### config.mk
export PLATFORM = sky130hd
export DESIGN_NAME = adpll_loop_ctrl
export DESIGN_NICKNAME = d
export VERILOG_FILES = /design/src/rtl/adpll_pkg.sv /design/src/rtl/adpll_param_bank.sv /design/src/rtl/adpll_loop_ctrl.sv
export SDC_FILE = /design/constraint.sdc
export NUM_CORES = 1
export LEC_CHECK = 0
export CAP_MARGIN = 20
export CORE_ASPECT_RATIO = 0.6
export CORE_UTILIZATION = 38
export DETAILED_ROUTE_END_ITERATION = 8
export GPL_TIMING_DRIVEN = 0
export HOLD_SLACK_MARGIN = 0.12
export SYNTH_ARGS = -nofsm -noshare
export SYNTH_HDL_FRONTEND = slang
export SYNTH_SLANG_ARGS = --single-unit
### constraint.sdc
create_clock -name clk -period 13.1 [get_ports clk]
set_input_delay 1.965 -clock clk [delete_from_list [all_inputs] [get_ports clk]]
set_output_delay 1.965 -clock clk [all_outputs]
set_load 0.02 [all_outputs]
### src/rtl/adpll_pkg.sv
// rtl/adpll_pkg.sv - shared constants, lock states and arithmetic helpers for the ADPLL loop
package adpll_pkg;

  localparam int IDX_KP      = 0;
  localparam int IDX_KI      = 1;
  localparam int IDX_CENTRE  = 2;
  localparam int IDX_LOCK_TH = 3;

  typedef enum logic [1:0] {
    LK_IDLE   = 2'd0,
    LK_TRACK  = 2'd1,
    LK_LOCKED = 2'd2
  } lock_state_t;

  // Wide scratch type so the helpers work for any loop width.
  typedef logic signed [63:0] wide_t;

  function automatic wide_t sm_to_tc(input logic neg, input logic [63:0] mag);
    return neg ? -$signed(mag) : $signed(mag);
  endfunction

  function automatic logic [63:0] tc_mag(input wide_t v);
    return v[63] ? -v : v;
  endfunction

  // Symmetric clamp to +/-(2**(n-1)-1).
  function automatic wide_t sat(input wide_t v, input int n);
    wide_t lim;
    lim = (wide_t'(1) <<< (n - 1)) - wide_t'(1);
    if (v > lim) return lim;
    if (v < -lim) return -lim;
    return v;
  endfunction

endpackage

### src/rtl/adpll_param_bank.sv
// rtl/adpll_param_bank.sv - programmable loop parameter bank with registered pgm edge detect
module adpll_param_bank
  import adpll_pkg::*;
#(
  parameter int W      = 5,
  parameter int NPARAM = 8,
  parameter int SEL_W  = 3
) (
  input  logic             clk,
  input  logic             rst,
  input  logic             clr,
  input  logic             pgm,
  input  logic [SEL_W-1:0] param_sel,
  input  logic [W-1:0]     pgm_value,
  output logic [W-1:0]     rd_data,
  output logic [W-1:0]     kp,
  output logic [W-1:0]     ki,
  output logic [W-1:0]     centre,
  output logic [W-1:0]     lock_th
);

  logic [W-1:0] bank [NPARAM];
  logic         pgm_q;
  logic         pgm_rise;
  logic         sel_ok;

  function automatic logic [W-1:0] dflt(input int i);
    if (i == IDX_KP)      return W'(1);
    if (i == IDX_KI)      return W'(2);
    if (i == IDX_CENTRE)  return W'(1 << (W - 1));
    if (i == IDX_LOCK_TH) return W'(1);
    return '0;
  endfunction

  assign pgm_rise = pgm & ~pgm_q;
  assign sel_ok   = 32'(param_sel) < NPARAM;

  // Edge history survives clr so a pgm held across a clear cannot re-fire.
  always_ff @(posedge clk) begin
    if (rst) pgm_q <= 1'b0;
    else     pgm_q <= pgm;
  end

  always_ff @(posedge clk) begin
    if (rst || clr) begin
      for (int i = 0; i < NPARAM; i++) bank[i] <= dflt(i);
    end else if (pgm_rise && sel_ok) begin
      bank[param_sel] <= pgm_value;
    end
  end

  assign rd_data = sel_ok ? bank[param_sel] : '0;
  assign kp      = bank[IDX_KP];
  assign ki      = bank[IDX_KI];
  assign centre  = bank[IDX_CENTRE];
  assign lock_th = bank[IDX_LOCK_TH];

endmodule

### src/rtl/adpll_loop_ctrl.sv
// rtl/adpll_loop_ctrl.sv - saturating PI loop filter, DCO drive, lock detect and debug readout
module adpll_loop_ctrl
  import adpll_pkg::*;
#(
  parameter int W        = 5,
  parameter int ACC_W    = W + 5,
  parameter int NPARAM   = 8,
  parameter int SEL_W    = 3,
  parameter int LOCK_CNT = 16
) (
  input  logic             clk,
  input  logic             rst,
  input  logic             clr,
  input  logic             pgm,
  input  logic [SEL_W-1:0] param_sel,
  input  logic [W-1:0]     pgm_value,
  input  logic             err_valid,
  input  logic [W-1:0]     err_mag,
  input  logic             err_sign,
  input  logic [1:0]       out_sel,
  output logic [W-1:0]     dco_ctrl,
  output logic [W-1:0]     dout,
  output logic             sign,
  output logic             out_valid,
  output logic             locked
);

  localparam int KP_MAX = ACC_W - W - 1;
  localparam int KI_MAX = ACC_W - 1;
  localparam int CNT_W  = $clog2(LOCK_CNT + 1);

  logic [W-1:0] kp_raw, ki_raw, centre, lock_th, bank_rd;

  adpll_param_bank #(.W(W), .NPARAM(NPARAM), .SEL_W(SEL_W)) u_bank (
    .clk       (clk),
    .rst       (rst),
    .clr       (clr),
    .pgm       (pgm),
    .param_sel (param_sel),
    .pgm_value (pgm_value),
    .rd_data   (bank_rd),
    .kp        (kp_raw),
    .ki        (ki_raw),
    .centre    (centre),
    .lock_th   (lock_th)
  );

  logic signed [ACC_W-1:0] acc, p, acc_n, p_n;
  logic signed [W:0]       f, f_n;
  logic [W-1:0]            dco_n;
  logic                    s1_valid;
  int                      kp_sh, ki_sh;
  wide_t                   e_w, ai_w, dco_w, rd_v;

  always_comb begin
    kp_sh = (int'(kp_raw) > KP_MAX) ? KP_MAX : int'(kp_raw);
    ki_sh = (int'(ki_raw) > KI_MAX) ? KI_MAX : int'(ki_raw);
    e_w   = sm_to_tc(err_sign, 64'(err_mag));
    acc_n = ACC_W'(sat(64'(acc) + e_w, ACC_W));
    p_n   = ACC_W'(e_w <<< kp_sh);
    ai_w  = 64'(acc) >>> ki_sh;
    f_n   = (W+1)'(sat(64'(p) + ai_w, W + 1));
    dco_w = 64'($signed({1'b0, centre})) + 64'(f_n);
    if (dco_w[63])                              dco_n = '0;
    else if (dco_w > wide_t'((1 << W) - 1))     dco_n = '1;
    else                                        dco_n = W'(dco_w);
  end

  always_comb begin
    case (out_sel)
      2'd0:    rd_v = 64'(f);
      2'd1:    rd_v = sat(ai_w, W + 1);
      2'd2:    rd_v = sat(64'(p), W + 1);
      default: rd_v = 64'($signed({1'b0, bank_rd}));
    endcase
  end

  // S1 on err_valid updates acc/p; S2 one cycle later forms f and the DCO code.
  always_ff @(posedge clk) begin
    if (rst || clr) begin
      acc       <= '0;
      p         <= '0;
      f         <= '0;
      s1_valid  <= 1'b0;
      out_valid <= 1'b0;
      dco_ctrl  <= W'(1 << (W - 1));
      dout      <= '0;
      sign      <= 1'b0;
    end else begin
      s1_valid  <= err_valid;
      out_valid <= s1_valid;
      if (err_valid) begin
        acc <= acc_n;
        p   <= p_n;
      end
      if (s1_valid) begin
        f        <= f_n;
        dco_ctrl <= dco_n;
      end
      dout <= W'(tc_mag(rd_v));
      sign <= rd_v[63];
    end
  end

  lock_state_t      state, state_n;
  logic [CNT_W-1:0] cnt, cnt_n;
  logic             in_th;

  assign in_th = err_mag <= lock_th;

  always_ff @(posedge clk) begin
    if (rst || clr) begin
      state <= LK_IDLE;
      cnt   <= '0;
    end else begin
      state <= state_n;
      cnt   <= cnt_n;
    end
  end

  // IDLE counts its first sample exactly like TRACK does.
  always_comb begin
    state_n = state;
    cnt_n   = cnt;
    if (err_valid) begin
      case (state)
        LK_IDLE, LK_TRACK: begin
          if (!in_th) begin
            state_n = LK_TRACK;
            cnt_n   = '0;
          end else if (cnt == CNT_W'(LOCK_CNT - 1)) begin
            state_n = LK_LOCKED;
            cnt_n   = '0;
          end else begin
            state_n = LK_TRACK;
            cnt_n   = cnt + 1'b1;
          end
        end
        LK_LOCKED: begin
          if (!in_th) begin
            state_n = LK_TRACK;
            cnt_n   = '0;
          end
        end
        default: begin
          state_n = LK_IDLE;
          cnt_n   = '0;
        end
      endcase
    end
  end

  assign locked = (state == LK_LOCKED);

endmodule
* Word level (Yosys, flattened, before mapping)
Memory sizes are Yosys's and may differ from the RTL's.
Cells that the tools add are included.
W data, S select, Z words.
** Storage, ports and cells
- Memories kept :: 1
- Word-level logic and storage cells :: 108
- Memory bits (writable) :: 40
- Bits in registers :: 47
** Memory list
- u_bank.bank :: words 8, bits a word 5, rd ports 5, clocked after Yosys merged registers in 0, wr ports 8, line adpll_param_bank.sv:22 : logic [W-1:0] bank [NPARAM];
** Operators by class
- Equal/unequal tests :: 6
- Magnitude comparators :: 12
- Add/subtract/negate cells :: 6
- Reductions and logical operators :: 6
- Bitwise gates (word level) :: 2
- Multiplexer cells :: 62
- Shift-type cells :: 2
** Operator list (count)
- $mux W64 :: 9
- $pmux W64 S3 :: 1
- $add A10 B64 Y64 :: 2
- $gt A64 B6 Y1 const B :: 2
- $lt A64 B6 Y1 const B :: 2
- $mux W5 :: 13
- $gt A64 B10 Y1 const B :: 1
- $lt A64 B10 Y1 const B :: 1
- $neg A5 Y64 :: 1
- $sshl A64 B5 Y10 :: 1
- $sshr A10 B5 Y64 :: 1
- $mux W10 :: 4
- $mux W1 :: 24
- $mux W6 :: 4
- $gt A10 B6 Y1 const B :: 1
- $lt A10 B6 Y1 const B :: 1
- $pmux W5 S2 :: 1
- $mux W2 :: 4
- $add A6 B6 Y7 :: 1
- $gt A7 B6 Y1 const B :: 1
- $add A5 B1 Y5 const B :: 1
- $eq A5 B4 Y1 const B :: 1
- $gt A5 B3 Y1 const B :: 1
- $gt A5 B4 Y1 const B :: 1
- 14 further kinds :: 17

* Longest topological paths before layout
Gate-level depths: netlist (run 1).
An unclocked memory read counts as a cell.
- Depth after elaboration :: 14
- Gate-level depth with buffers :: 37
- Mapped depth without buffers :: 35

* Cells and area by module
A second synthesis (run 1) with hierarchy kept.
** Unflattened totals
- Cell total of the unflattened synthesis :: 818
- Area total of the unflattened synthesis :: 7322.0 um^2
** Modules (own cells, without submodules)
- adpll_loop_ctrl :: area each 5411.4 um^2, cells each 682, instances 1
- adpll_param_bank :: area each 1910.6 um^2, cells each 136, instances 1

* Worst setup path before layout (run 1)
Ideal clock, no wire load.
- Path kind :: register to register
- From :: reg acc[9]
- To :: reg dco_ctrl[2]
- Library setup time :: 0.072 ns
- Arrival :: 7.560 ns
- Clock period less this slack :: 7.632 ns
- Cell stages (with the launch flop) :: 31
- Setup slack :: 5.468 ns
- Cell sequence :: dfxtp_1 -> clkbuf_1 -> inv_1 -> nand2_1 -> o221ai_2 -> inv_1 -> ha_1 -> a21oi_1 -> o21bai_1 -> a2111oi_2 -> nor3b_1 -> o21ai_1 -> nand2b_1 -> inv_1 -> fa_1 -> inv_1 -> fa_1 -> or4b_1 -> nor4_1 -> o211ai_1 -> nor4_1 -> a31oi_1 -> o21ai_0 -> ha_1 -> a21o_1 -> a21oi_1 -> o21ai_0 -> a21oi_1 -> xor2_1 -> o21ai_0 -> a21oi_1
** On the way
- Longest elaborated chain between the ends :: 11
** Ends and longest elaborated chain
- start: declaration :: line adpll_loop_ctrl.sv:48 : logic signed [ACC_W-1:0] acc, p, acc_n, p_n;
- start signal: assignment :: line adpll_loop_ctrl.sv:93 : acc <= acc_n;
- $sshr A10 B5 Y64 * :: line adpll_loop_ctrl.sv:61 : ai_w = 64'(acc) >>> ki_sh;
- $add A10 B64 Y64 * :: line adpll_loop_ctrl.sv:62 : f_n = (W+1)'(sat(64'(p) + ai_w, W + 1));
- $lt A64 B6 Y1 :: line adpll_pkg.sv:31 : if (v < -lim) return -lim;
- $mux W1 (2 in series) :: line adpll_pkg.sv:31
- $mux W6 :: line adpll_pkg.sv:32 : return v;
- $mux W6 * :: line adpll_pkg.sv:31
- net f_n[1] :: line adpll_loop_ctrl.sv:49 : logic signed [W:0] f, f_n;
- $add A6 B6 Y7 * :: line adpll_loop_ctrl.sv:63 : dco_w = 64'($signed({1'b0, centre})) + 64'(f_n);
- $gt A7 B6 Y1 :: line adpll_loop_ctrl.sv:65 : else if (dco_w > wide_t'((1 << W) - 1)) dco_n = '1;
- $mux W5 :: line adpll_loop_ctrl.sv:65
- $mux W5 * :: line adpll_loop_ctrl.sv:64 : if (dco_w[63]) dco_n = '0;
- end signal: assignment :: line adpll_loop_ctrl.sv:86 : dco_ctrl <= W'(1 << (W - 1));
- end signal: assignment :: line adpll_loop_ctrl.sv:98 : dco_ctrl <= dco_n;
- end: declaration :: line adpll_loop_ctrl.sv:21 : output logic [W-1:0] dco_ctrl,
Mark *: on every way through the listed nets, which the timed path passes. The rest lies on a longest branch. The select of a mux whose other input is x is not followed.
A chain may end at the register's enable or synchronous reset.

==> results of run 1 <==
-- area by class of cell --
type                    count  area share
repair buffers             31      0.0374
clock inverters             7      0.0108
flip-flops and latches     87       0.243
clock buffers               9      0.0255
multi-input cells         677       0.604
plain buffers              42      0.0196
well taps                 273      0.0387
inverters                  49      0.0208
-- cell families (layout without fill, tap and decap cells) --
logic type | after synthesis | after routing | synth area share
and+or+nand+nor | 300 | 300 | 0.214
AOI/OAI and AO/OA | 243 | 243 | 0.225
buffers and inverters | 91 | 138 | 0.0455
DFF | 87 | 87 | 0.273
adders and majority gates | 75 | 75 | 0.154
muxes | 35 | 35 | 0.0617
xor gates and xnor gates | 24 | 24 | 0.0268
-- through the flow --
step                hold WS [ps]  cell area (um^2)  worst slack, ps
detailed placement           424              8500             3940
finish                       436              8820             3620
CTS                          434              8820             3870
global placement             421              8460             3320
floorplan                    410              7830             5470
global route                 479              8820             2940
-- flip-flops by register name, indices dropped and copies added, names as in the netlist --
signal / flops
dco_ctrl: 5
acc: 10
cnt: 5
u_bank.pgm_q: 1
state: 2
u_bank.bank: 40
s1_valid: 1
out_valid: 1
f: 6
sign: 1
dout: 5
p: 10
-- power groups by stage --
stage          clock network (mW)  registers [mW]  logic [mW]
4_1_cts                     0.281           0.305       0.209
2_1_floorplan                   0           0.308       0.150
5_1_grt                     0.291           0.306       0.234
6_report                    0.277           0.305       0.212
3_3_place_gp                    0           0.311       0.207
3_5_place_dp                    0           0.311       0.208
-- placed cells by master, fill, tap and decap left out, types with 9 or more instances in the layout --
cell type,n
mux4_2,10
clkbuf_1,34
o211ai_1,14
ha_1,39
clkdlybuf4s50_1,29
nor3_1,10
nand4_1,13
nor2b_1,9
nor4_1,10
mux2i_1,19
nand2_1,45
nor2_1,73
nand3_1,13
nand2b_1,31
o21ai_1,12
clkbuf_16,9
a21oi_1,52
edfxtp_1,40
xnor2_1,14
or3_1,9
dfxtp_1,47
o21a_1,16
o21ai_0,47
inv_1,46
xor2_1,10
and2_1,39
a21o_1,17
fa_1,36
-- worst paths after layout --
| path | cells after the start | from | slack (ps) | endpoint |
|---|---|---|---|---|
| hold / removal | 2 | cnt[4]$_SDFFE_PP0P_ | 440 | cnt[4]$_SDFFE_PP0P_ |
| setup / recovery | 33 | u_bank.bank[1][2]$_SDFFCE_PN0P_ | 3620 | dco_ctrl[2]$_SDFFE_PP0P_ |
| hold reg to reg | 2 | cnt[4]$_SDFFE_PP0P_ | 440 | cnt[4]$_SDFFE_PP0P_ |
| setup reg to reg | 33 | u_bank.bank[1][2]$_SDFFCE_PN0P_ | 3620 | dco_ctrl[2]$_SDFFE_PP0P_ |
-- critical path, delay by kind of cell, from the launching register on --
kind	cells	cell delay [ps]
AOI/OAI and AO/OA	16	3810
and+or+nand+nor	6	1950
adders and majority gates	5	1640
buffers and inverters	4	760
DFF	1	510
muxes	1	400
xor gates and xnor gates	1	330
-- layer usage --
layer	up-vias	share of wire	global-route usage	routed length [um]
met5	-	0	0	0
met4	0	0.0065	0.0284	144
met3	14	0.087	0.0462	1940
met2	270	0.38	0.283	8490
met1	3283	0.52	0.351	11700
li1	3224	-	-	-
==> qor.txt, run 1 <==
status -> finished clean
final cell count without fillers -> 1175
Die H -> 113 um
Final HPWL DP -> 17.4 mm
Worst-Margin Slew -> 868 ps
drt via density -> 5.78
Tcrit/Tclk final -> 0.724
Pint -> 531 uW
Via Count -> 6791
Routed WL per cell -> 19.0 um
initial core utilization -> 0.389
clock buffer depth -> 2
Port Buffer Count -> 29
Tot Pwr -> 795 uW
Post-Syn Area -> 7830 um^2
register area -> 2140 um^2
Layout fillers -> 1954
global route overflow -> 0
Hold Fails Final Rpt -> 0
die area -> 21200 um^2
synth top area cells -> edfxtp_1, dfxtp_1, fa_1
count of different cell masters after synthesis -> 89
die width -> 187 um
DRT iter0 DRCs -> 676
largest net degree at the start of global routing -> 30
relative slew slack -> 0.416
Post-synth ARST share -> 0
fin nets -> 993
clk sinks -> 87
LEAKAGE -> 3.40 nW
Yosys warning total -> 0
clk slew on worst S/H paths -> 80 ps
dpl cells -> 1159
first-pass GRT wire length -> 35.5 mm
sw power -> 264 uW
total of max-cap violations -> 0
Slowest cell on crit path -> nor4_1
area leader, netlist -> edfxtp_1
Util after Layout -> 0.439
max-slew violations -> 0
CP dominant cell by count -> a21oi_1
post-synth top area share -> 0.153
count leader, synth -> nor2_1
Crit Path Max Fanout -> 10
ys flop type -> dfxtp_1
max incr delay on CP -> 600 ps
Setup-failing EPs final -> 0
number of global-route vias before repair -> 6246
Sequential Power Share -> 0.384
Final min period -> 9480 ps
Setup CP Type -> reg -> reg
CTS tree -> done
clk_skew -> 14.3 ps
Mapped Cells -> 855
Pre-Repair DR Iteration Count -> 5
number of remaining DRC errors -> 0
share of cells above drive strength 1 -> 0.0865
final wirelength -> 22.3 mm
Synth top cells by count -> nor2_1, a21oi_1, inv_1, dfxtp_1, o21ai_0
CTS Hold Bufs -> 0
clk_lat worst skew -> 350 ps
clk root buf -> clkbuf_16
Mean Syn Cell Area -> 9.16 um^2
initial antenna violation count -> 0
routability cong. -> 0.938
diodes inserted -> 0
core area -> 20100 um^2
Layout area overhead -> 12.7%
startpoint types -> flop
Cell Pwr Density -> 90.0 nW/um^2
# IOs -> 34
footprint of the multi-input gates -> 5330 um^2
Comb pwr share -> 0.267
Net Sw Frac -> 0.332
number of H-tree levels -> 3
GRT Overall Usage -> 0.215
Crit. End Element -> flop
setup TNS -> 0 ps
number of synthesized flops with an enable pin -> 40
Max Clk Rate -> 0.105 GHz
buffer count from post-CTS setup fixing -> 0
post_cts resized -> 0
Critical Path RT -> 13380 ps
RSZ-0062 raised after global routing -> no
Final ANT Viol Nets -> 0
row count -> 40
synthesized net count -> 951
Clock Power Share -> 0.349
maximum vdd ir drop -> 0.0750 mV
CP arrival -> 9760 ps
CTS buffer count -> 9
Seq/Total Area, Yosys -> 0.273
#FFs+latches synth -> 87
Hold Path Class -> reg -> reg
(Power assumes the default switching activity.)
==> run 2, diff against run 1 <==
clock period = 8.6 ns   (was 13.1 ns; I/O delays follow)
==> qor.txt, run 2 (synthesized netlist as in run 1, its figures left out) <==
RR Endpoint -> dco_ctrl[2]$_SDFFE_PP0P_
relative slew slack -> 0.423 (+0.00717)
clock buffer depth -> 2 (unchanged)
Crit. End Element -> flop
dpl cells -> 1159 (unchanged)
# IOs -> 34 (unchanged)
Setup CP Type -> reg -> reg
clk_lat worst skew -> 350 ps (about the same)
Cell Pwr Density -> 136 nW/um^2 (+51%)
CP arrival -> 8430 ps (-1330 ps)
Die H -> 113 um (unchanged)
largest net degree at the start of global routing -> 30 (unchanged)
CTS buffer count -> 9 (unchanged)
setup ws final -> 447 ps (-3170 ps)
Worst path depth -> 33 (unchanged)
Tot Pwr -> 1.22 mW (+53%)
maximum vdd ir drop -> 0.114 mV (+52%)
initial core utilization -> 0.389 (unchanged)
Max Clk Rate -> 0.123 GHz (+16%)
final cell count without fillers -> 1180 (+0.43%)
max-slew violations -> 0 (unchanged)
reg2reg path depth -> 33 (unchanged)
Layout fillers -> 1945 (-0.46%)
Hold Path Class -> reg -> reg
Reg with most FFs -> u_bank.bank
initial antenna violation count -> 0 (unchanged)
Routed WL per cell -> 19.0 um (+0.30%)
Net Sw Frac -> 0.335 (+0.00236)
max incr delay on CP -> 540 ps (-60 ps)
diodes inserted -> 0 (unchanged)
global route overflow -> 0 (unchanged)
Worst-Margin Slew -> 858 ps (-10.7 ps)
clk slew on worst S/H paths -> 80 ps (about the same)
sw power -> 408 uW (+54%)
R2R setup slack -> 450 ps (-3170 ps)
Hold Path Sink -> cnt[4]$_SDFFE_PP0P_
number of flip-flops in the largest register -> 40 (unchanged)
fin nets -> 998 (+0.50%)
clk_skew -> 13.6 ps (-0.723 ps)
Clock Power Share -> 0.349 (about the same)
DRT iter0 DRCs -> 708 (+4.7%)
Critical R2R Launch -> u_bank.bank[1][2]$_SDFFCE_PN0P_
Final HPWL DP -> 17.4 mm (unchanged)
Pint -> 811 uW (+53%)
share of cells above drive strength 1 -> 0.105 (+0.0183)
row count -> 40 (unchanged)
GRT Overall Usage -> 0.215 (about the same)
Comb pwr share -> 0.271 (+0.004)
number of remaining DRC errors -> 0 (unchanged)
Port Buffer Count -> 29 (unchanged)
Critical Path RT -> 8880 ps (-4500 ps)
Util after Layout -> 0.445 (+0.00603)
routability cong. -> 0.938 (unchanged)
LEAKAGE -> 3.44 nW (+1.2%)
Sequential Power Share -> 0.381 (-0.003)
Final ANT Viol Nets -> 0 (unchanged)
Via Count -> 6800 (+0.13%)
Layout area overhead -> 14.2%
Setup-failing EPs final -> 0 (unchanged)
number of H-tree levels -> 3 (unchanged)
Crit Path Max Fanout -> 10 (unchanged)
cell family with most CP delay -> compound AO/OA/AOI/OAI gates
Tcrit/Tclk final -> 0.948 (+0.224)
Hold Fails Final Rpt -> 0 (unchanged)
Hold Path Stages -> 2 (unchanged)
CTS tree -> done
Place WS -> -559 ps (-4500 ps)
final wirelength -> 22.4 mm (+0.72%)
most common cell after layout, fill and taps aside -> nor2_1
first-pass GRT wire length -> 35.5 mm (about the same)
clk sinks -> 87 (unchanged)
core area -> 20100 um^2 (unchanged)
clk root buf -> clkbuf_16
CP Buf/Inv Count -> 4 (unchanged)
status -> finished clean
total of max-cap violations -> 0 (unchanged)
commonest non-fill, non-tap cells in the layout -> nor2_1, a21oi_1, inv_1, o21ai_0, dfxtp_1
Final min period -> 8150 ps (-1330 ps)
die width -> 187 um (unchanged)
tightest hold margin -> 436 ps (-0.407 ps)
Pre-Repair DR Iteration Count -> 5 (unchanged)
die area -> 21200 um^2 (unchanged)
drt via density -> 5.76 (-0.29%)
biggest regs -> u_bank.bank x40, acc x10, p x10
number of global-route vias before repair -> 6247 (+0.016%)
hold path startpoint -> cnt[4]$_SDFFE_PP0P_
Slowest cell on crit path -> fa_1
startpoint types -> flop
[run 2: routing by layer]
| metal | part of all wire | GRT usage |
|---|---|---|
| met5 | 0 | 0 |
| met3 | 0.082 | 0.0468 |
| met2 | 0.38 | 0.284 |
| met4 | 0.0081 | 0.0284 |
| met1 | 0.53 | 0.350 |
[run 2: per-stage QoR]
step	instance area [um^2]	TNS, ps
2_1_floorplan	7830	0
3_3_place_gp	8460	-5780
3_5_place_dp	8500	-2630
4_1_cts	8840	0
5_1_grt	8950	-319
6_report	8950	0
[run 2: worst min-delay path, cell delays in order (launching register included)]
cell and delay, ps:
dfxtp_1 320, nand2_1 50, nor2_1 30
[run 2: what timing repair did]
item,in CTS,in global routing
gates cloned,0,0
hold buffers,0,0
gates resized for setup,5,10
setup buffers,0,5
endpoints found under the setup margin,5,5
pin swaps,0,4
[run 2: area by class of cell]
class / count / area, um^2 / area share
clock inverters: 7 / 95.1 / 0.0106
repair buffers: 36 / 380 / 0.0425
flip-flops and latches: 87 / 2140 / 0.240
multi-input cells: 677 / 5400 / 0.604
inverters: 49 / 184 / 0.0206
plain buffers: 42 / 175 / 0.0196
well taps: 273 / 342 / 0.0382
clock buffers: 9 / 225 / 0.0252
[run 2: power groups by stage]
stage / clock network (mW) / registers, mW / logic (mW)
floorplan: 0 / 0.469 / 0.228
global placement: 0 / 0.473 / 0.315
detailed placement: 0 / 0.473 / 0.316
CTS: 0.428 / 0.464 / 0.320
global route: 0.444 / 0.466 / 0.363
finish: 0.425 / 0.464 / 0.330
[run 2: worst max path at each step]
stage | slack [ps] | startpoint | to
3_3_place_gp | -1180 | acc[9]$_SDFFE_PP0P_ | dco_ctrl[2]$_SDFFE_PP0P_
3_5_place_dp | -560 | u_bank.bank[1][2]$_SDFFCE_PN0P_ | dco_ctrl[2]$_SDFFE_PP0P_
2_1_floorplan | 970 | acc[9]$_SDFFE_PP0P_ | dco_ctrl[2]$_SDFFE_PP0P_
5_1_grt | -100 | u_bank.bank[1][4]$_SDFFCE_PN0P_ | dco_ctrl[2]$_SDFFE_PP0P_
4_1_cts | 20 | u_bank.bank[1][3]$_SDFFCE_PN0P_ | dco_ctrl[3]$_SDFFE_PP0P_
6_report | 450 | u_bank.bank[1][2]$_SDFFCE_PN0P_ | dco_ctrl[2]$_SDFFE_PP0P_
==> run 3, diff against run 2 <==
ABC_AREA = 1   (was unset)
GPL_ROUTABILITY_DRIVEN = 0   (was unset)
GPL_TIMING_DRIVEN = 1   (was 0)
==> qor.txt, run 3 <==
status -> finished clean
die width -> 180 um (-4.0%)
Post-synth ARST share -> 0 (unchanged)
die area -> 19600 um^2 (-7.8%)
total of max-cap violations -> 0 (unchanged)
Synth top cells by count -> nand2_1, inv_1, nor2_1, o21ai_0, a21oi_1
number of remaining DRC errors -> 0 (unchanged)
count of different cell masters after synthesis -> 55 (-38%)
area leader, netlist -> edfxtp_1
clk root buf -> clkbuf_16
Via Count -> 6522 (-4.1%)
core area -> 18300 um^2 (-9.0%)
number of flip-flops in the largest register -> 40 (unchanged)
post-synth top area share -> 0.166 (+0.0131)
initial core utilization -> 0.394 (+0.00482)
Die H -> 109 um (-4.0%)
number of global-route vias before repair -> 5885 (-5.8%)
CTS tree -> done
Place WS -> 1420 ps (+1980 ps)
CTS buffer count -> 9 (unchanged)
Setup CP Type -> reg -> reg
CP arrival -> 7660 ps (-770 ps)
number of synthesized flops with an enable pin -> 40 (unchanged)
Layout area overhead -> 12.1%
Layout fillers -> 1787 (-8.1%)
Hold Path Class -> reg -> reg
commonest non-fill, non-tap cells in the layout -> nand2_1, inv_1, nor2_1
Crit. End Element -> flop
clock buffer depth -> 2 (unchanged)
Pre-Repair DR Iteration Count -> 5 (unchanged)
startpoint types -> flop
Mapped Cells -> 975 (+14%)
initial antenna violation count -> 0 (unchanged)
R2R setup slack -> 1220 ps (+770 ps)
post_cts resized -> 0 (-5)
Hold Fails Final Rpt -> 0 (unchanged)
final cell count without fillers -> 1254 (+6.3%)
setup ws final -> 1220 ps (+769 ps)
LEAKAGE -> 3.57 nW (+3.6%)
largest net degree at the start of global routing -> 31 (+3.3%)
Critical Path RT -> 8870 ps (about the same)
row count -> 38 (-5.0%)
Final ANT Viol Nets -> 0 (unchanged)
#FFs+latches synth -> 87 (unchanged)
first-pass GRT wire length -> 31.3 mm (-12%)
CTS Hold Bufs -> 0 (unchanged)
# IOs -> 34 (unchanged)
RSZ-0062 raised after global routing -> no
synthesized net count -> 1071 (+13%)
diodes inserted -> 0 (unchanged)
dpl cells -> 1238 (+6.8%)
Port Buffer Count -> 33 (+14%)
footprint of the multi-input gates -> 4410 um^2 (-18%)
Crit Path Max Fanout -> 12 (+2)
global route overflow -> 0 (unchanged)
Slowest cell on crit path -> edfxtp_1
buffer count from post-CTS setup fixing -> 0 (unchanged)
clk_skew -> 8.86 ps (-4.71 ps)
Max Clk Rate -> 0.135 GHz (+10%)
max-slew violations -> 0 (unchanged)
Mean Syn Cell Area -> 7.40 um^2 (-19%)
number of H-tree levels -> 3 (unchanged)
count leader, synth -> nand2_1
Post-Syn Area -> 7210 um^2 (-7.9%)
relative slew slack -> 0.293 (-0.130)
Tcrit/Tclk final -> 0.859 (-0.0895)
CP dominant cell by count -> nand2_1
Final HPWL DP -> 14.9 mm (-14%)
Seq/Total Area, Yosys -> 0.297 (+0.0234)
share of cells above drive strength 1 -> 0.0542 (-0.0505)
clk sinks -> 87 (unchanged)
final wirelength -> 19.0 mm (-15%)
Cell Pwr Density -> 143 nW/um^2 (+4.6%)
max incr delay on CP -> 490 ps (-50 ps)
Setup-failing EPs final -> 0 (unchanged)
tightest hold margin -> 446 ps (+10.5 ps)
clk slew on worst S/H paths -> 70 ps (about the same)
clk_lat worst skew -> 350 ps (about the same)
Reg with most FFs -> u_bank.bank
most common cell after layout, fill and taps aside -> nand2_1
ys flop type -> dfxtp_1
Worst-Margin Slew -> 1060 ps (+202 ps)
synth top area cells -> edfxtp_1, dfxtp_1, fa_1
register area -> 2140 um^2 (about the same)
drt via density -> 5.20 (-9.7%)
Yosys warning total -> 0 (unchanged)
Tot Pwr -> 1.15 mW (-5.4%)
Routed WL per cell -> 15.2 um (-20%)
maximum vdd ir drop -> 0.101 mV (-12%)
fin nets -> 1105 (+11%)
biggest regs -> u_bank.bank x40, acc x10, p x10
DRT iter0 DRCs -> 485 (-31%)
setup TNS -> 0 ps (unchanged)
GRT Overall Usage -> 0.203 (-0.0114)
Final min period -> 7380 ps (-769 ps)
[run 3: cell types whose count changed in the layout (fill, tap and decap cells not counted), moves of 19 or more]
cell,change
clkbuf_1,-30
mux2i_1,-19
a21oi_1,+19
and2_1,-38
nand3_1,+39
inv_1,+108
nand2_1,+140
nor2_1,+34
nand2b_1,-30
o21ai_0,+26
[run 3: report_power, final]
group / total (mW) / internal [mW] / leakage [nW] / switching, mW
registers: 0.463 / 0.448 / 0.818 / 0.0155
logic: 0.315 / 0.110 / 2.62 / 0.205
clock network: 0.375 / 0.200 / 0.132 / 0.175
[run 3: routing by layer]
metal	global-route usage	share of wire	vias up
li1	-	-	3284
met2	0.277	0.37	215
met3	0.0511	0.082	25
met5	0	0	-
met1	0.316	0.54	2998
met4	0.0382	0.0092	0
[run 3: critical path, delay by kind of cell (launching register included)]
kind | cells | cell delay (ps)
and+or+nand+nor | 23 | 3430
adders and majority gates | 4 | 1450
AOI/OAI and AO/OA | 7 | 1340
DFF | 1 | 490
xor gates and xnor gates | 1 | 310
buffers and inverters | 4 | 280
[run 3: stage by stage]
step                 util  area [um^2]
finish              0.442         8090
CTS                 0.442         8090
detailed placement  0.427         7810
floorplan               -         7210
global placement    0.427         7810
global route        0.442         8090
[run 3: logic make-up after synthesis]
kind of cell / Yosys count / synth area share
DFF: 87 / 0.297
AOI/OAI and AO/OA: 186 / 0.147
xor gates and xnor gates: 25 / 0.0304
adders and majority gates: 75 / 0.168
buffers and inverters: 174 / 0.0928
and+or+nand+nor: 428 / 0.266
[run 3: area by class of cell]
class                           instances  area share
Tap cell                              240      0.0371
Timing Repair Buffer                   37      0.0446
Inverter                              160      0.0749
Sequential cell                        87       0.265
Clock inverter                          5     0.00511
Multi-Input combinational cell        714       0.545
Clock buffer                           11      0.0288
[run 3: final timing paths]
kind | start | to | depth (start not counted)
worst max-delay path | u_bank.bank[1][2]$_SDFFCE_PN0P_ | dco_ctrl[2]$_SDFFE_PP0P_ | 39
worst min-delay path | cnt[4]$_SDFFE_PP0P_ | cnt[4]$_SDFFE_PP0P_ | 2
worst max register to register | u_bank.bank[1][2]$_SDFFCE_PN0P_ | dco_ctrl[2]$_SDFFE_PP0P_ | 39
worst min register to register | cnt[4]$_SDFFE_PP0P_ | cnt[4]$_SDFFE_PP0P_ | 2
